### src/rtl/card_dealer.sv
// Deals NUM_CARDS unique SSRRRR cards into a packed slot array using a 16-bit LFSR and rejection sampling.
// Optional macro DEALER_STATS_EN builds a saturating reject counter; without it reject_cnt is tied to 0.
module card_dealer #(
    parameter int NUM_CARDS = 9,
    parameter int CNT_W     = 6
) (
    input  logic                   clk,
    input  logic                   rst_n,
    input  logic                   start,
    input  logic                   clear,
    input  logic [CNT_W-1:0]       num_req,
    output logic                   busy,
    output logic                   done,
    output logic                   full,
    output logic [CNT_W-1:0]       dealt_cnt,
    output logic [6*NUM_CARDS-1:0] cards,
    output logic [15:0]            reject_cnt,
    output logic [1:0]             dbg_state
);

    typedef enum logic [1:0] {
        S_IDLE   = 2'd0,
        S_GATHER = 2'd1,
        S_CHECK  = 2'd2,
        S_FINISH = 2'd3
    } state_t;

    localparam logic [CNT_W:0]   LP_N_EXT = (CNT_W+1)'(NUM_CARDS);
    localparam logic [CNT_W-1:0] LP_N     = CNT_W'(NUM_CARDS);

    state_t           r_state;
    state_t           w_next;
    logic [15:0]      r_lfsr;
    logic [15:0]      r_seed;
    logic [5:0]       r_cand;
    logic [2:0]       r_bit_cnt;
    logic [CNT_W-1:0] r_cnt;
    logic [CNT_W-1:0] r_target;
    logic [5:0]       r_slot [NUM_CARDS];

    logic [CNT_W:0]   w_base;
    logic [CNT_W:0]   w_sum;
    logic [CNT_W:0]   w_target;
    logic             w_fb;
    logic             w_dup;
    logic             w_rank_ok;
    logic             w_accept;

    // Target is clamped so oversized requests just fill the remaining slots.
    assign w_base    = clear ? '0 : {1'b0, r_cnt};
    assign w_sum     = w_base + {1'b0, num_req};
    assign w_target  = (w_sum > LP_N_EXT) ? LP_N_EXT : w_sum;

    assign w_fb      = r_lfsr[15] ^ r_lfsr[14] ^ r_lfsr[12] ^ r_lfsr[3];
    assign w_rank_ok = (r_cand[3:0] >= 4'd2) && (r_cand[3:0] <= 4'd14);
    assign w_accept  = w_rank_ok && !w_dup;

    always_comb begin
        w_dup = 1'b0;
        for (int j = 0; j < NUM_CARDS; j++) begin
            if ((CNT_W'(j) < r_cnt) && (r_slot[j] == r_cand)) begin
                w_dup = 1'b1;
            end
        end
    end

    always_ff @(posedge clk or negedge rst_n) begin
        if (!rst_n) begin
            r_state <= S_IDLE;
        end else begin
            r_state <= w_next;
        end
    end

    always_comb begin
        w_next = r_state;
        case (r_state)
            S_IDLE: begin
                if (start) begin
                    w_next = (w_target == w_base) ? S_FINISH : S_GATHER;
                end
            end
            S_GATHER: begin
                if (r_bit_cnt == 3'd5) begin
                    w_next = S_CHECK;
                end
            end
            S_CHECK: begin
                if (w_accept && ((r_cnt + CNT_W'(1)) == r_target)) begin
                    w_next = S_FINISH;
                end else begin
                    w_next = S_GATHER;
                end
            end
            S_FINISH: w_next = S_IDLE;
            default:  w_next = S_IDLE;
        endcase
    end

    always_ff @(posedge clk or negedge rst_n) begin
        if (!rst_n) begin
            r_lfsr    <= 16'h0001;
            r_seed    <= 16'h0001;
            r_cand    <= '0;
            r_bit_cnt <= '0;
            r_cnt     <= '0;
            r_target  <= '0;
            for (int i = 0; i < NUM_CARDS; i++) begin
                r_slot[i] <= '0;
            end
        end else begin
            // The seed counter skips zero so a fresh LFSR load is never stuck.
            r_seed <= (r_seed == 16'hFFFF) ? 16'h0001 : r_seed + 16'h0001;
            case (r_state)
                S_IDLE: begin
                    if (start) begin
                        r_target  <= w_target[CNT_W-1:0];
                        r_bit_cnt <= '0;
                        if (clear) begin
                            r_cnt  <= '0;
                            r_lfsr <= r_seed;
                            for (int i = 0; i < NUM_CARDS; i++) begin
                                r_slot[i] <= '0;
                            end
                        end
                    end
                end
                S_GATHER: begin
                    r_cand    <= {r_cand[4:0], r_lfsr[0]};
                    r_lfsr    <= {r_lfsr[14:0], w_fb};
                    r_bit_cnt <= r_bit_cnt + 3'd1;
                end
                S_CHECK: begin
                    r_bit_cnt <= '0;
                    if (w_accept) begin
                        r_cnt <= r_cnt + CNT_W'(1);
                        for (int i = 0; i < NUM_CARDS; i++) begin
                            if (CNT_W'(i) == r_cnt) begin
                                r_slot[i] <= r_cand;
                            end
                        end
                    end
                end
                default: ;
            endcase
        end
    end

`ifdef DEALER_STATS_EN
    logic [15:0] r_rej;

    always_ff @(posedge clk or negedge rst_n) begin
        if (!rst_n) begin
            r_rej <= '0;
        end else if ((r_state == S_IDLE) && start && clear) begin
            r_rej <= '0;
        end else if ((r_state == S_CHECK) && !w_accept && (r_rej != 16'hFFFF)) begin
            r_rej <= r_rej + 16'h0001;
        end
    end

    assign reject_cnt = r_rej;
`else
    assign reject_cnt = 16'h0000;
`endif

    // Slot 0 occupies the most significant six bits.
    always_comb begin
        cards = '0;
        for (int i = 0; i < NUM_CARDS; i++) begin
            cards[6*(NUM_CARDS-i)-1 -: 6] = r_slot[i];
        end
    end

    assign busy      = (r_state == S_GATHER) || (r_state == S_CHECK);
    assign done      = (r_state == S_FINISH);
    assign full      = (r_cnt == LP_N);
    assign dealt_cnt = r_cnt;
    assign dbg_state = r_state;

endmodule
### config.mk
export PLATFORM = sky130hd
export DESIGN_NAME = card_dealer
export DESIGN_NICKNAME = d
export VERILOG_FILES = /design/src/rtl/card_dealer.sv
export SDC_FILE = /design/constraint.sdc
export NUM_CORES = 1
export LEC_CHECK = 0
export ABC_AREA = 0
export CORE_ASPECT_RATIO = 1.2
export CORE_MARGIN = 3
export CORE_UTILIZATION = 34
export CTS_CLUSTER_SIZE = 25
export DETAILED_ROUTE_END_ITERATION = 8
export PLACE_DENSITY_LB_ADDON = 0.1
export SLEW_MARGIN = 5
export SYNTH_ARGS = -nofsm -noshare
export SYNTH_HDL_FRONTEND = slang
export SYNTH_SLANG_ARGS = --single-unit
### constraint.sdc
create_clock -name clk -period 4.3 [get_ports clk]
set_input_delay 0.86 -clock clk [delete_from_list [all_inputs] [get_ports clk]]
set_output_delay 0.86 -clock clk [all_outputs]
set_load 0.01 [all_outputs]
==> results by group, run 1 <==
CTS
  • Worst-Skew Late Latency: 0.36 ns
  • Hold Buf Count CTS: 0
  • H-tree levels: 3
  • Setup Buffers After CTS: 0
  • CTS tree: built
  • Number of buffers created by CTS: 9
  • CTS Sinks: 109
  • Clock Path Buffers: 2
  • Reg clk slew, reported paths: 0.08 ns
  • CTS root buf: clkbuf_16

Yosys
  • Cells after Synth: 680
  • Largest family of logic cells by synthesized area: simple AND/OR/NAND/NOR gates
  • Post-synthesis compound-gate area fraction: 0.140
  • Synthesized cell area: 6590 µm²
  • Post-synth cell types: 59
  • XOR/XNOR Fraction of Synth Area: 0.109
  • Multiplexer area fraction after synthesis: 0.0378
  • Async SR Flop Fraction: 1.00
  • Synth Area in Adders: 0.0334
  • Post-synth EDFFs: 0
  • Syn_area_per_cell: 9.68 µm²
  • Synth Flop Type: dfrtp_1
  • Seq cells post-synth: 109
  • Post-synthesis simple-gate area fraction: 0.202
  • Synthesis Warnings: 0
  • Register area share after synthesis: 0.415

GRT
  • Global Route Usage Sum: 0.176
  • Initial antenna violation count: 0
  • First-pass GRT wire length: 29600 µm
  • Vias in the first global route: 5445
  • Pin count of the biggest net entering global routing: 78
  • Grt total ovfl: 0

Job
  • MaxCap Viol Count: 0

Die
  • Die span in x: 133 µm
  • Core footprint: 18900 µm²
  • Initial Util: 0.348
  • Die area: 21100 µm²
  • I/O Pins: 91
  • Die H: 158 µm
  • Num rows: 55

Min path
  • Worst Hold Class: flip-flop to flip-flop
  • Hold Startpoint: r_seed[14]$_DFF_PN0_
  • Hold Path Cell Cnt: 1
  • Min-Delay Endpoint: r_seed[14]$_DFF_PN0_

Route
  • Remaining DRCs: 0
  • DRT iter0 DRCs: 221
  • Routed vias/inst: 5.30
  • Via count: 5255
  • DR WL/cell: 18.2 µm
  • Final WL: 18000 µm
  • TritonRoute pass-1 iters: 5
  • Routed Antenna Nets: 0

Critical path
  • CP max stage cell: clkdlybuf4s50_1
  • CP top delay family: compound AO/OA/AOI/OAI gates
  • Flop-to-flop setup slack: 0.66 ns
  • Worst path bufs/invs: 2
  • Reg-to-Reg Start: dealt_cnt[0]$_DFFE_PN0P_
  • Startpoint types: primary input
  • Reg2reg end: dbg_state[1]$_DFFE_PN0P_
  • Critical Path RT: 4.59 ns
  • Reg2reg path depth: 12
  • Crit path max fanout: 10
  • Worst path max stage delay: 0.57 ns
  • Critical path class: primary input to flip-flop
  • Crit. End Element: flip-flop
  • CP Cell Sequence: clkdlybuf4s50_1 -> nor2_1 -> ha_1 -> inv_1 -> fa_1 -> nor2b_1 -> nand4b_1 -> a221oi_2 -> o211ai_1 -> mux2i_1 -> a2111oi_0 -> o32a_1
  • Arr. time, crit path: 4.34 ns

Power
  • Lkg Pwr: 3.19 nW
  • PwrDens: 249 nW/µm²
  • Maximum VDD drop: 0.165 mV
  • Switching power: 0.460 mW
  • Sequential share of power: 0.532
  • Clock network fraction of total power: 0.435
  • Sw Ratio: 0.239
  • Comb pwr share: 0.033
  • Internal power: 1.46 mW
  • Pwr Total: 1.92 mW

Layout
  • # fillers: 1841
  • Post-route cell area: 7730 µm²
  • Layout cells sized above 1: 0.0694
  • Post-Route Utilization: 0.408
  • Area Overhead vs Synth: 17.4%
  • Final #Nets: 757
  • Antenna diodes: 0

Placement
  • Post-DP Area: 7430 µm²
  • Post-DP HPWL: 12900 µm
  • Final GP Congestion: 0.819
  • IO buf count: 74

STA
  • Max-slew violation count: 0
  • Fmax: 247 MHz
  • Unrepaired setup endpoints after global routing: false
  • Final setup viols: 0
  • Period utilization: 0.941
  • Tmin final: 4.04 ns
  • Worst slew pin tran: 1.03 ns
  • Max_slew headroom: 0.312
  • Final hold viol count: 0
  • Skew final: 0.0103 ns

Status
  • Status: finished, final reports clean
## through the flow
stage	worst slack [ns]	std cells	hold slack (ns)	setup TNS (ns)
after floorplan	0.844	695	0.459	0
after global placement	-0.0311	975	0.488	-0.0311
after detailed placement	-0.185	975	0.497	-0.185
after CTS	0.185	991	0.513	0
after global routing	0.0372	991	0.544	0
final	0.256	991	0.506	0
## metal layers
| layer | GRT usage | up-vias | share of wire |
|---|---|---|---|
| met5 | 0 | - | 0 |
| met4 | 0.0757 | 0 | 0.026 |
| met3 | 0.0392 | 31 | 0.045 |
| met2 | 0.301 | 111 | 0.50 |
| met1 | 0.214 | 2592 | 0.43 |
| li1 | - | 2521 | - |
## worst max path at each step
| stage | startpoint | to | slack, ns | cells past startpoint |
|---|---|---|---|---|
| global route | clear | dbg_state[1]$_DFFE_PN0P_ | 0.04 | 12 |
| detailed placement | clear | dbg_state[1]$_DFFE_PN0P_ | -0.19 | 12 |
| global placement | clear | dbg_state[1]$_DFFE_PN0P_ | -0.03 | 12 |
| CTS | clear | dbg_state[1]$_DFFE_PN0P_ | 0.19 | 12 |
| floorplan | clear | dbg_state[1]$_DFFE_PN0P_ | 0.84 | 12 |
| finish | clear | dbg_state[1]$_DFFE_PN0P_ | 0.26 | 12 |
## final cells by class
| type | count | area (µm²) | share of cell area |
|---|---|---|---|
| Inverter | 15 | 56.3 | 0.00728 |
| Multi-Input combinational cell | 510 | 3510 | 0.454 |
| Clock buffer | 10 | 239 | 0.0309 |
| Sequential cell | 109 | 2730 | 0.353 |
| Clock inverter | 6 | 57.6 | 0.00745 |
| Timing Repair Buffer | 85 | 821 | 0.106 |
| Tap cell | 256 | 320 | 0.0414 |
## cells in the final DEF, fill, tap and decap left out, types with 11 or more instances in the layout
master and instances:
dfrtp_1 107, clkdlybuf4s50_1 73, xnor2_1 61, nand2_1 59, nand3_1 48, nor2_1 41
o211ai_1 29, and3_1 26, nand4_1 23, xor2_1 21, a21oi_1 20, a221o_1 18
mux2i_1 17, conb_1 16, inv_1 15, ha_1 15, a22o_1 12, buf_4 12
o21ai_0 11
## power by group through the flow
stage / clock (mW) / combinational, mW / sequential (mW)
floorplan: 0 / 0.0372 / 1.04
global placement: 0 / 0.0617 / 1.04
detailed placement: 0 / 0.0635 / 1.04
CTS: 0.871 / 0.0639 / 1.02
global route: 0.904 / 0.0729 / 1.02
finish: 0.836 / 0.0631 / 1.02
## flip-flops by register name, indices dropped and copies added (netlist names)
register / flops
r_bit_cnt: 3
r_seed: 16
r_target: 6
r_lfsr: 16
dealt_cnt: 6
dbg_state: 2
cards: 54
r_cand: 6
## Yosys cell counts, drive strengths merged, types with 7 or more instances
cell type    n  share of area
or3          7         0.0074
dfrtp      107           0.41
mux2i       17          0.026
nor3         9         0.0084
nand2       59          0.034
nor2        42          0.025
nor2b        7         0.0066
xor2        21          0.028
inv         15         0.0085
nand3       49          0.039
buf         37          0.041
xnor2       61          0.081
a21oi       20          0.015
o21ai       11         0.0084
and3        26          0.025
clkbuf      24          0.014
mux2         7          0.012
ha          16          0.030
nor4         7          0.011
nand4       23          0.022
a221o       18          0.027
o211ai      29          0.033
a22o        12          0.016
## kinds of logic after synthesis
logic type                 Yosys count
and+or+nand+nor                    251
AOI/OAI and AO/OA                  120
DFF                                109
xor gates and xnor gates            82
buffers and inverters               76
muxes                               24
adders and majority gates           17
other                                1
## what timing repair did
action / 4_1_cts / 5_1_grt
setup endpoints to repair: 0 / 1
endpoints found under the hold margin: 0 / 0
resized for setup: 0 / 1
No activity file was read; power rests on OpenSTA's default activity.
==> inputs of run 2 (changes only) <==
--- a/config.mk
+++ b/config.mk
@@ -12,7 +12,8 @@
 export CTS_CLUSTER_SIZE = 25
 export DETAILED_ROUTE_END_ITERATION = 8
 export PLACE_DENSITY_LB_ADDON = 0.1
-export SLEW_MARGIN = 5
+export SKIP_LAST_GASP = 1
+export SLEW_MARGIN = 20
 export SYNTH_ARGS = -nofsm -noshare
 export SYNTH_HDL_FRONTEND = slang
 export SYNTH_SLANG_ARGS = --single-unit
==> run 2 against run 1 <==
  * Design area about the same
  * Clock-buffer cell count stayed put
  * Die area did not move
  * Worst hold slack worse by 0.0027 ns
  * Register-to-register slack hardly changed
  * Flip-flop and latch count unchanged
==> results by group, run 2 (synthesis results as in run 1) <==
Route
  • Routed Antenna Nets: 0
  • Routed vias/inst: 5.31
  • DRT iter0 DRCs: 236
  • DR WL/cell: 18.2 µm
  • Final WL: 18000 µm
  • TritonRoute pass-1 iters: 4
  • Remaining DRCs: 0
  • Via count: 5261

Die
  • Initial Util: 0.348
  • Die area: 21100 µm²
  • Die span in x: 133 µm
  • I/O Pins: 91
  • Num rows: 55
  • Die H: 158 µm
  • Core footprint: 18900 µm²

CTS
  • Reg clk slew, reported paths: 0.07 ns
  • CTS tree: built
  • CTS Sinks: 109
  • Hold Buf Count CTS: 0
  • Worst-Skew Late Latency: 0.36 ns
  • Clock Path Buffers: 2
  • Setup Buffers After CTS: 0
  • Post-cts resize count: 0
  • CTS root buf: clkbuf_16
  • H-tree levels: 3
  • Number of buffers created by CTS: 9

Power
  • PwrDens: 249 nW/µm²
  • Lkg Pwr: 3.19 nW
  • Pwr Total: 1.92 mW
  • Maximum VDD drop: 0.165 mV

STA
  • Final setup viols: 0
  • Final hold viol count: 0
  • Period utilization: 0.941
  • Fmax: 247 MHz
  • Unrepaired setup endpoints after global routing: false
  • Max_slew headroom: 0.373
  • Max-slew violation count: 0
  • Tmin final: 4.05 ns
  • Skew final: 0.0121 ns
  • Worst slew pin tran: 0.941 ns

Critical path
  • Worst path max stage delay: 0.57 ns
  • CP Cell Sequence: clkdlybuf4s50_1 -> nor2_1 -> ha_1 -> inv_1 -> fa_1 -> nor2b_1 -> nand4b_1 -> a221oi_2 -> o211ai_1 -> mux2i_1 -> a2111oi_0 -> o32a_1
  • Startpoint types: primary input
  • Critical Path RT: 4.60 ns
  • Flop-to-flop setup slack: 0.66 ns
  • Crit. End Element: flip-flop
  • Crit path max fanout: 10
  • CP max stage cell: clkdlybuf4s50_1
  • Critical path class: primary input to flip-flop
  • Arr. time, crit path: 4.34 ns

GRT
  • Initial antenna violation count: 0
  • Vias in the first global route: 5445
  • Grt total ovfl: 0
  • Global Route Usage Sum: 0.176
  • First-pass GRT wire length: 29600 µm
  • Pin count of the biggest net entering global routing: 78

Layout
  • Fin cells: 991
  • Max FFs per register: 54
  • Register area: 2730 µm²
  • Most common cell after layout, fill and taps aside: dfrtp_1
  • # fillers: 1840
  • Layout cells sized above 1: 0.0694
  • Antenna diodes: 0
  • Most frequent cells in the layout: dfrtp_1, clkdlybuf4s50_1, xnor2_1, nand2_1, nand3_1
  • Area of the multi-input gates: 3510 µm²
  • Area Overhead vs Synth: 17.4%
  • Final #Nets: 757

Min path
  • Worst Hold Class: flip-flop to flip-flop

Placement
  • IO buf count: 74
  • Post-DP HPWL: 12900 µm
  • Placed Instances: 975
  • Final GP Congestion: 0.819

Job
  • MaxCap Viol Count: 0

Status
  • Status: finished, final reports clean
run 2: worst paths after layout:
path | startpoint | endpoint | depth (start not counted)
worst max-delay path | clear | dbg_state[1]$_DFFE_PN0P_ | 12
worst min-delay path | r_target[3]$_DFFE_PN0P_ | r_target[3]$_DFFE_PN0P_ | 2
worst max register to register | dealt_cnt[0]$_DFFE_PN0P_ | dbg_state[1]$_DFFE_PN0P_ | 12
worst min register to register | r_target[3]$_DFFE_PN0P_ | r_target[3]$_DFFE_PN0P_ | 2
min in group asynchronous | rst_n | cards[30]$_DFFE_PN0P_ | 1
max in group asynchronous | rst_n | cards[14]$_DFFE_PN0P_ | 2
run 2: critical path: cells and delay by family:
| family | cells | cell delay, ns |
|---|---|---|
| AOI/OAI and AO/OA | 4 | 1.48 |
| buffers and inverters | 2 | 0.63 |
| adders and majority gates | 2 | 0.61 |
| and+or+nand+nor | 3 | 0.58 |
| muxes | 1 | 0.17 |
run 2: layout make-up:
type                            instances  area share
Inverter                               15     0.00728
Timing Repair Buffer                   85       0.107
Multi-Input combinational cell        510       0.453
Clock buffer                           10      0.0309
Tap cell                              256      0.0414
Sequential cell                       109       0.353
Clock inverter                          6     0.00744
run 2: layer usage:
metal  wire length [µm]  up-vias  part of all wire  global-route usage
met5                  0        -                 0                   0
met4                518        0             0.029              0.0757
met3                844       33             0.047              0.0392
met2               8880      118              0.49               0.301
met1               7790     2594              0.43               0.214
li1                   -     2516                 -                   -
run 2: through the flow:
stage,utilization,worst slack (ns),hold slack [ns],area (µm²),TNS (ns)
floorplan,-,0.844,0.459,6640,0
global placement,0.392,-0.0311,0.488,7430,-0.0311
detailed placement,0.392,-0.185,0.497,7430,-0.185
CTS,0.408,0.185,0.513,7720,0
global route,0.409,0.0372,0.544,7730,0
finish,0.409,0.254,0.503,7730,0
run 2: report_power, final:
group	switching (mW)	internal, mW	total, mW	leakage, nW
registers	0	1.02	1.02	1.32
clock network	0.416	0.421	0.836	0.144
logic	0.0447	0.0189	0.0635	1.73
